### src/rtl/spi_master.sv
// Byte-wide SPI mode-0 master (MSB first) with a one-entry receive buffer.
// A transfer takes 16*HalfPeriod cycles from accept to received byte; if_din is stalled while busy.
module spi_master #(
    parameter int ClockFrequency = 15_000_000,
    parameter int SclkFrequency  = 1_000_000
) (
    input  logic       i_clk,
    input  logic       i_rst,
    input  logic       if_din_valid,
    output logic       if_din_ready,
    input  logic [7:0] if_din_bits,
    output logic       if_dout_valid,
    input  logic       if_dout_ready,
    output logic [7:0] if_dout_bits,
    input  logic       if_ctrl_valid,
    output logic       if_ctrl_ready,
    input  logic [7:0] if_ctrl_bits,
    output logic       o_sclk,
    output logic       o_mosi,
    input  logic       i_miso,
    output logic       o_cs_n,
    output logic       o_busy,
    output logic       o_overrun
);
    localparam int HalfRaw    = ClockFrequency / (2 * SclkFrequency);
    localparam int HalfPeriod = (HalfRaw < 1) ? 1 : HalfRaw;
    localparam int DivW       = (HalfPeriod > 1) ? $clog2(HalfPeriod) : 1;
    localparam logic [DivW-1:0] DivLast = DivW'(HalfPeriod - 1);

    typedef enum logic [1:0] {IDLE, LOW, HIGH} state_t;

    state_t          state_q, state_d;
    logic [DivW-1:0] div_q, div_d;
    logic [2:0]      bit_q, bit_d;
    logic [7:0]      tx_q, tx_d;
    logic [7:0]      rx_sh_q, rx_sh_d;
    logic [7:0]      rx_buf_q, rx_buf_d;
    logic            rx_vld_q, rx_vld_d;
    logic            sclk_q, sclk_d;
    logic            mosi_q, mosi_d;
    logic            cs_n_q, cs_n_d;
    logic            ovr_q, ovr_d;
    logic            done;
    logic            rd;
    logic            ctrl_unused;

    assign ctrl_unused = ^if_ctrl_bits[7:1];

    always_ff @(posedge i_clk or posedge i_rst) begin
        if (i_rst) begin
            state_q  <= IDLE;
            div_q    <= '0;
            bit_q    <= '0;
            tx_q     <= '0;
            rx_sh_q  <= '0;
            rx_buf_q <= '0;
            rx_vld_q <= 1'b0;
            sclk_q   <= 1'b0;
            mosi_q   <= 1'b0;
            cs_n_q   <= 1'b1;
            ovr_q    <= 1'b0;
        end else begin
            state_q  <= state_d;
            div_q    <= div_d;
            bit_q    <= bit_d;
            tx_q     <= tx_d;
            rx_sh_q  <= rx_sh_d;
            rx_buf_q <= rx_buf_d;
            rx_vld_q <= rx_vld_d;
            sclk_q   <= sclk_d;
            mosi_q   <= mosi_d;
            cs_n_q   <= cs_n_d;
            ovr_q    <= ovr_d;
        end
    end

    always_comb begin
        state_d  = state_q;
        div_d    = div_q;
        bit_d    = bit_q;
        tx_d     = tx_q;
        rx_sh_d  = rx_sh_q;
        rx_buf_d = rx_buf_q;
        rx_vld_d = rx_vld_q;
        sclk_d   = sclk_q;
        mosi_d   = mosi_q;
        cs_n_d   = cs_n_q;
        ovr_d    = ovr_q;
        done     = 1'b0;
        rd       = rx_vld_q & if_dout_ready;

        case (state_q)
            IDLE: begin
                if (if_din_valid) begin
                    tx_d    = if_din_bits;
                    mosi_d  = if_din_bits[7];
                    bit_d   = '0;
                    div_d   = '0;
                    state_d = LOW;
                end
            end
            LOW: begin
                if (div_q == DivLast) begin
                    div_d   = '0;
                    sclk_d  = 1'b1;
                    rx_sh_d = {rx_sh_q[6:0], i_miso};
                    state_d = HIGH;
                end else begin
                    div_d = div_q + 1'b1;
                end
            end
            HIGH: begin
                if (div_q == DivLast) begin
                    div_d  = '0;
                    sclk_d = 1'b0;
                    if (bit_q == 3'd7) begin
                        done    = 1'b1;
                        state_d = IDLE;
                    end else begin
                        bit_d   = bit_q + 1'b1;
                        tx_d    = {tx_q[6:0], 1'b0};
                        mosi_d  = tx_q[6];
                        state_d = LOW;
                    end
                end else begin
                    div_d = div_q + 1'b1;
                end
            end
            default: state_d = IDLE;
        endcase

        // A read in the completion cycle takes the old byte, so it is not an overrun.
        if (done) begin
            rx_buf_d = rx_sh_q;
            rx_vld_d = 1'b1;
            if (rx_vld_q && !rd) begin
                ovr_d = 1'b1;
            end
        end else if (rd) begin
            rx_vld_d = 1'b0;
        end

        if (if_ctrl_valid) begin
            cs_n_d = ~if_ctrl_bits[0];
        end
    end

    assign if_din_ready  = (state_q == IDLE);
    assign if_dout_valid = rx_vld_q;
    assign if_dout_bits  = rx_buf_q;
    assign if_ctrl_ready = 1'b1;
    assign o_sclk        = sclk_q;
    assign o_mosi        = mosi_q;
    assign o_cs_n        = cs_n_q;
    assign o_busy        = (state_q != IDLE);
    assign o_overrun     = ovr_q;
endmodule

### config.mk
export PLATFORM = sky130hd
export DESIGN_NAME = spi_master
export DESIGN_NICKNAME = d
export VERILOG_FILES = /design/src/rtl/spi_master.sv
export SDC_FILE = /design/constraint.sdc
export NUM_CORES = 1
export LEC_CHECK = 0
export CAP_MARGIN = 20
export CORE_MARGIN = 1
export CORE_UTILIZATION = 32
export DETAILED_ROUTE_END_ITERATION = 12
export PLACE_DENSITY = 0.58
export SLEW_MARGIN = 20
export SYNTH_ARGS = -nofsm -noshare
export SYNTH_HDL_FRONTEND = slang
export SYNTH_SLANG_ARGS = --single-unit
### constraint.sdc
create_clock -name i_clk -period 1.8 [get_ports i_clk]
set_clock_uncertainty 0.2 [all_clocks]
set_input_delay 0.54 -clock i_clk [delete_from_list [all_inputs] [get_ports i_clk]]
set_output_delay 0.54 -clock i_clk [all_outputs]
set_load 0.05 [all_outputs]
-- Yosys cells after proc, flatten, opt, wreduce, memory -nomap -nowiden
Cells that the tools add are included.
- bits in registers: 36
- input bits: 22
- output and inout bits: 16
- word-level logic and storage cells: 65
- $add $sub $neg: 2
- equality and inequality tests: 8
- muxes and demuxes: 27
- bitwise operators: 2
- reductions and logical operators: 15
- operators by type and width (operator ; number):
    $mux W7 ; 3
    $pmux W7 S2 ; 1
    $mux W3 ; 4
    $pmux W3 S2 ; 2
    $mux W1 ; 11
    $reduce_bool A2 Y1 ; 5
    $ne A2 B2 Y1 const B ; 4
    $add A3 B1 Y3 const B ; 2
    $eq A3 B3 Y1 const B ; 2
    $mux W2 ; 3
    $pmux W2 S3 ; 1
    $reduce_and A2 Y1 ; 3
    $reduce_and A3 Y1 ; 2
    $pmux W1 S2 ; 2
    $reduce_and A4 Y1 ; 1
    $eq A2 B1 Y1 const B ; 1
    $eq A2 B2 Y1 const B ; 1
    $logic_not A2 Y1 ; 1
    $reduce_or A2 Y1 ; 1
    $and A1 B1 Y1 ; 1
    $logic_and A1 B1 Y1 ; 1
    $logic_not A1 Y1 ; 1
    $not A1 Y1 ; 1

-- Longest topological paths before layout
Gate-level depths: netlist (run 1).
- depth after elaboration: 5
- gate-level depth with buffers: 7
- gate-level depth less buffers: 6

-- Worst setup path before layout (run 1)
Ideal clock, no wire load.
- kind: reg-to-reg
- from: register state_q[0]
- to: register bit_q[0]
- library setup time: 0.125 ns
- arrival: 1.902 ns
- data required time: 1.475 ns
- setup slack: -0.427 ns
- stages on the path, launching flop included: 7
- path buffers: 0
- period minus slack after synthesis: 2.227 ns
- path through: dfrtp_1 -> inv_1 -> ha_1 -> nand2b_1 -> o211ai_1 -> nor2_1 -> mux2_2
- cells in the longest elaborated chain, start to end: 3
- elaborated cells between the ends (all ways): 8
- those cells by class: eq/ne (4); mux (1); reduce/logical (3)
- ends and longest elaborated chain (item ; RTL line ; text):
    start: declaration ; 32 ; state_t state_q, state_d;
    start signal: assignment ; 63 ; state_q <= state_d;
    $logic_not A2 Y1 * ; n/a ;
    via if_din_ready ; 10 ; output logic if_din_ready,
    $ne A2 B2 Y1 (no line) / $reduce_bool A2 Y1 (equally long branches) ; n/a ;
    $reduce_and A4 Y1 (no line) ; n/a ;
    end signal: assignment ; 65 ; bit_q <= bit_d;
    end: declaration ; 34 ; logic [2:0] bit_q, bit_d;
The timed path passes the listed nets; every way through them passes the cells marked *.
A chain may end at the register's enable or synchronous reset.

-- Worst setup path after layout (run 1)
- from: register state_q[1]
- to: output if_din_ready
- cells in the longest elaborated chain, start to end: 1
- ends and longest elaborated chain (item ; RTL line ; text):
    $logic_not A2 Y1 ; 148 ; assign if_din_ready = (state_q == IDLE);
    end: declaration ; 10 ;
Every way passes these cells.

==> results of run 1 <==
## worst max path at each step
stage	endpoint	cells past startpoint	slack [ps]	startpoint
final	if_din_ready	4	-110	state_q[1]
after global routing	if_din_ready	4	-140	state_q[1]
after CTS	if_din_ready	4	-120	state_q[0]
after detailed placement	tx_q[3]	6	-420	if_din_valid
after global placement	tx_q[1]	6	-340	if_din_valid
after floorplan	bit_q[0]	6	-20	state_q[1]
## layer usage
metal  track usage  up-vias
met5             0        -
met4        0.0638        0
met3        0.0357       10
met2         0.259       29
met1         0.170      635
li1              -      630
## layout by cell type (no fill, tap or decap), drive strengths merged, types with 3 or more instances in the layout
cell type,netlist,final
nand2,9,9
buf,4,40
dfrtp,35,35
ha,8,8
nor2,15,15
o21ai,6,6
clkdlybuf4s50,0,13
inv,6,6
mux2,18,18
a2bb2oi,3,3
a21oi,4,4
nand3,4,4
o22ai,3,3
clkbuf,2,5
## state kept, by name, indices dropped and copies added (netlist names)
register	cells
if_dout_valid	1
o_mosi	1
rx_sh_q	8
tx_q	7
bit_q	3
div_q	3
state_q	2
if_dout_bits	8
o_sclk	1
o_overrun	1
o_cs_n	1
## metrics by stage
stage / cell area, µm² / util
after floorplan: 1730 / -
after global placement: 2360 / 0.458
after detailed placement: 2360 / 0.458
after CTS: 2530 / 0.492
after global routing: 2650 / 0.516
final: 2650 / 0.516
## timing repair
item / in CTS / in global routing
setup endpoints to repair: 13 / 21
pin swaps: 3 / 3
gates resized for setup: 7 / 17
buffers inserted: 4 / 6
gates cloned: 0 / 1
## cell families (layout without fill, tap and decap cells)
family / Yosys count / after routing / synth area share
compound gates: 30 / 30 / 0.123
fa+ha+maj: 8 / 8 / 0.0582
buf+inv: 12 / 68 / 0.0378
flops: 36 / 36 / 0.524
mux: 19 / 19 / 0.141
other cells: 1 / 1 / 0.00218
simple gates: 40 / 41 / 0.113
## area by class of cell
| cell class | count | area, µm² |
|---|---|---|
| clock buffers | 5 | 68.8 |
| clock inverters | 3 | 42.5 |
| fillers | 467 | 2490 |
| inverters | 6 | 22.5 |
| multi-input cells | 99 | 860 |
| flip-flops and latches | 36 | 902 |
| well taps | 70 | 87.6 |
| repair buffers | 54 | 667 |
## cells in the mapped netlist
cell type and instances:
a22o_1 2, nand4_1 2, a211oi_1 2, nor2_1 15, a31o_2 1, ha_1 8
clkbuf_1 2, mux2i_1 1, nor3_1 2, o211a_1 1, dfrtp_1 35, nor3b_1 1
inv_1 6, nand2_1 8, nand2b_1 2, o31ai_1 1, o22ai_1 3, buf_6 2
nand3b_1 1, and3_4 1, mux2_4 8, buf_2 1, and3b_1 1, dfstp_2 1
a2bb2oi_1 3, nand3_1 4, o22a_1 2, a21oi_1 4, mux2_2 10, nand2_2 1
nor2b_1 2, a21o_1 1, o21ai_0 6, a22oi_1 1, buf_4 1, o211ai_1 1
conb_1 1, o2bb2ai_1 2
## critical path, stage by stage, from the launching register on
cell and delay, ps:
dfrtp_1 400, inv_2 100, ha_4 150, buf_6 110, buf_12 120
## power by group through the flow
stage,sequential (W),combinational (W),clock [W]
floorplan,0.00117,0.000797,0
global placement,0.00109,0.00147,0
detailed placement,0.00111,0.00155,0
CTS,0.00109,0.00169,0.000728
global route,0.00111,0.00202,0.000756
finish,0.00109,0.00188,0.000705
==> out/qor.yml, run 1 <==
cts:
  cts_made_buffers: 5
  cts_tree: "yes"
  cts_max_level: 2
  clock_path_buffers: 2
  clk_root_buffer_cell: "clkbuf_8"
  clkSlewWorstSetupHoldPaths_ps: 70
  cts-hold-fix-buffers: 0
  clock_latency_ps: 290
  cts_sinks: 36
place:
  routabilityCongestion: 0.840
  pre_cts_ws_ps: -424
  hpwl_um: 2590
  dp.cells: 254
  portBuffers: 29
cells_and_area:
  syn_to_final_growth_pct: 54.0
  fin_cells: 273
  drive_gt1_frac: 0.433
  layout.nets: 232
  n_antenna_cell: 0
synthesis:
  ys_seq_elements: 36
  seq_area_frac_synth: 0.524
  syn-num-nets: 176
  synth.avg_cell_area_um2: 11.8
  synth_cells: 146
  yosysTopAreaCellShare: 0.509
  yosysUniqueCellTypes: 38
  yosysWarningCount: 0
  syn_area_um2: 1720
  ys_top_cells_by_area: "dfrtp_1, mux2_4, mux2_2"
  synth_top_area_cell: "dfrtp_1"
power_and_ir_drop:
  p_int_w: 0.00236
  power_w: 0.00368
  ir_drop_mv: 0.985
  seqPwrFrac: 0.297
  pwr-share-comb: 0.511
  p_sw_w: 0.00132
  swShare: 0.358
  clockPowerShare: 0.192
  p_per_area_nw_per_um2: 1390
  leakage_nw: 1.22
floorplanning:
  start_util: 0.335
  die_area_um2: 5670
  dieHeight_um: 75.3
  fp-row-count: 26
  die_w_um: 75.3
  io_pins: 38
  coreArea_um2: 5140
setup_path:
  r2r_cells: 8
  r2r_slack_ps: 0
  worstSetupPathType: "flip-flop to primary output"
  rr_endpoint: "tx_q[5]"
  cp-start-kind: "flip-flop"
  crit_required_ps: 1060
  rr_startpoint: "state_q[1]"
  arrival_ps: 1170
  critPathMaxFanout: 3
  cp-end-kind: "primary output"
route:
  num_vias: 1304
  met2_length_um: 1910
  viasPerCell: 4.78
  highest_layer: "met4"
  wire_per_inst_um: 13.7
  wl_met3_um: 144
  first_iter_violations: 61
  drtPass1Iterations: 2
  wl_met1_um: 1620
  detail-route-antenna-nets: 0
  wirelength_um: 3740
  drc_errors: 0
timing:
  period_minus_slack_ps: 1910
  rsz0062_at_grt: "true"
  setup_viol: 2
  whs_ps: 287
  hold_viol_final: 0
  period_share: 1.06
  setup_tns_ps: -200
  max_freq_mhz: 524
  setup_ws_ps: -108
  drv_slew: 0
global_route:
  grt_max_degree: 37
  grt_pass1_wl_um: 6130
  overflow: 0
  grt_pass1_vias: 1321
  antenna_found_initial: 0
  track_usage: 0.147
run:
  maxCapViolCount: 0
status:
  violations: "setup timing"
  status: "complete, but fails checks"
min_path:
  hold_depth: 2
  hp-start: "o_cs_n"
  hold_class: "flip-flop to flip-flop"
  hold_end: "o_cs_n"
Power figures use the tool's default switching activity.
==> inputs of run 2 (changes only) <==
- ABC_CLOCK_PERIOD_IN_PS: default -> 1800
- SLEW_MARGIN: 20 -> 0
==> results of run 2 <==
Final layout, timing and power as in run 1 (identical DEF).
==> inputs of run 3 (changes only) <==
- DONT_BUFFER_PORTS: default -> 1
- PLACE_DENSITY: 0.58 -> 0.48
==> run 3 against run 2 <==
The run still ends with setup timing left. Setup slack got worse by 27 ps. Power decreased by 2.6%. Non-clock buffer count shrank 20. Final area decreased by 11%. Routed wire length is 1.7% lower. Critical path depth grew 1. Utilization shrank 5.6 points. Cell count shrank 7.3%. Fmax is 1.4% lower. Worst hold slack worse by 180 ps. First-iteration DRC count is 20% lower.
==> out/qor.yml, run 3 (same netlist as run 1, synthesis figures left out) <==
place:
  routabilityCongestion: 0.770
  hpwl_um: 2440
  dp.cells: 233
  pre_cts_ws_ps: -54.3
  portBuffers: 0
timing:
  rsz0062_at_grt: "true"
  period_share: 1.07
  setup_viol: 9
  hold_viol_final: 0
  setup_tns_ps: -412
  tightest_slew_ps: 508
  slew_headroom: 0.662
  drv_slew: 0
  setup_ws_ps: -135
  max_freq_mhz: 517
  period_minus_slack_ps: 1930
setup_path:
  arrival_ps: 1190
  cp-start-kind: "flip-flop"
  rr_endpoint: "tx_q[0]"
  rr_startpoint: "state_q[0]"
  r2r_slack_ps: -50
  critPathBufInv: 4
  crit_required_ps: 1060
  worstSetupPathType: "flip-flop to primary output"
  critPathMaxFanout: 3
  cp-startpoint: "state_q[0]"
  r2r_cells: 9
  path_delay_family: "flip-flops"
  cp-end-kind: "primary output"
  path_cells: "inv_2, ha_4, buf_6, inv_4, buf_12"
  max_stage_delay_ps: 400
  critPathSlowestCell: "dfrtp_1"
cts:
  cts_made_buffers: 5
  clock_latency_ps: 290
  clock_path_buffers: 2
  cts_sinks: 36
  clk_root_buffer_cell: "clkbuf_8"
  cts_tree: "yes"
  cts_max_level: 2
  clkSlewWorstSetupHoldPaths_ps: 80
floorplanning:
  start_util: 0.335
  die_w_um: 75.3
  io_pins: 38
  fp-row-count: 26
  die_area_um2: 5670
  coreArea_um2: 5140
  dieHeight_um: 75.3
global_route:
  grt_pass1_wl_um: 6020
  busiest_layer: "met2"
  met2_usage: 0.248
  use_met3: 0.0397
  grt_use_met1: 0.180
  antenna_found_initial: 0
  grt_max_degree: 31
  track_usage: 0.146
  grt_pass1_vias: 1258
  overflow: 0
cells_and_area:
  fin_cells: 253
  multi_input_area_um2: 936
  ff_latch_area_um2: 902
  layout.nets: 212
  fillers: 492
  syn_to_final_growth_pct: 37.2
  n_antenna_cell: 0
  layout_common_cells: "dfrtp_1, buf_4, nor2_1"
  drive_gt1_frac: 0.508
  layout_commonest_cell: "dfrtp_1"
power_and_ir_drop:
  p_per_area_nw_per_um2: 1520
  leakage_nw: 1.10
  ir_drop_mv: 0.929
route:
  num_vias: 1202
  wirelength_um: 3680
  drtPass1Iterations: 4
  first_iter_violations: 49
  drc_errors: 0
  viasPerCell: 4.75
  detail-route-antenna-nets: 0
  wire_per_inst_um: 14.6
status:
  status: "complete, but fails checks"
  violations: "setup timing"
min_path:
  hold_depth: 1
  hold_end: "o_cs_n"
  hp-start: "if_ctrl_bits[0]"
  hold_class: "input pin to flip-flop"
run:
  maxCapViolCount: 0
-- run 3: metrics by stage --
| step | total power (W) | hold slack [ps] | cell area, µm² | util |
|---|---|---|---|---|
| floorplan | 0.00197 | 274 | 1730 | - |
| detailed placement | 0.00253 | 217 | 1990 | 0.387 |
| global placement | 0.00248 | 217 | 1990 | 0.387 |
| CTS | 0.00345 | 98.7 | 2250 | 0.438 |
| finish | 0.00358 | 107 | 2360 | 0.459 |
| global route | 0.00382 | 93.6 | 2360 | 0.459 |
-- run 3: worst max path at each step --
stage                            end  slack (ps)  depth (start not counted)
after CTS                     o_busy        -140                          5
after global routing          o_busy        -180                          5
after global placement      bit_q[0]         -40                          6
final                         o_busy        -130                          5
after floorplan             bit_q[0]         -20                          6
after detailed placement  state_q[1]         -50                          6
-- run 3: timing repair --
| action | CTS | global route |
|---|---|---|
| hold buffers | 1 | 0 |
| cloned | 1 | 0 |
| hold endpoints to repair | 6 | 0 |
| resized for setup | 25 | 21 |
| buffers inserted | 7 | 4 |
| setup endpoints to repair | 21 | 25 |
| pin swaps | 12 | 7 |
-- run 3: power breakdown --
| part | switching (W) | internal, W | leakage, nW |
|---|---|---|---|
| sequential | 0.000221 | 0.000971 | 0.471 |
| combinational | 0.000852 | 0.000968 | 0.583 |
| clock | 0.000302 | 0.000270 | 0.0479 |
| total | 0.00137 | 0.00221 | 1.10 |
-- run 3: worst register-to-register path: stages (launching register included) --
cell and delay [ps]:
dfrtp_1 370, inv_2 60, buf_4 130, buf_6 110, ha_4 170, o211ai_1 180, buf_4 200, buf_6 120
nor2_1 30, a22o_1 170
-- run 3: final cells by class --
type                            instances  share of cell area
Timing Repair Buffer                   34               0.136
Clock buffer                            5              0.0292
Sequential cell                        36               0.382
Tap cell                               70              0.0371
Clock inverter                          3             0.00795
Multi-Input combinational cell         99               0.397
Inverter                                6              0.0106
-- run 3: layer usage --
metal / up-vias / wire, µm
met5: - / 0
met4: 0 / 25
met3: 2 / 146
met2: 28 / 1870
met1: 577 / 1640
li1: 595 / -
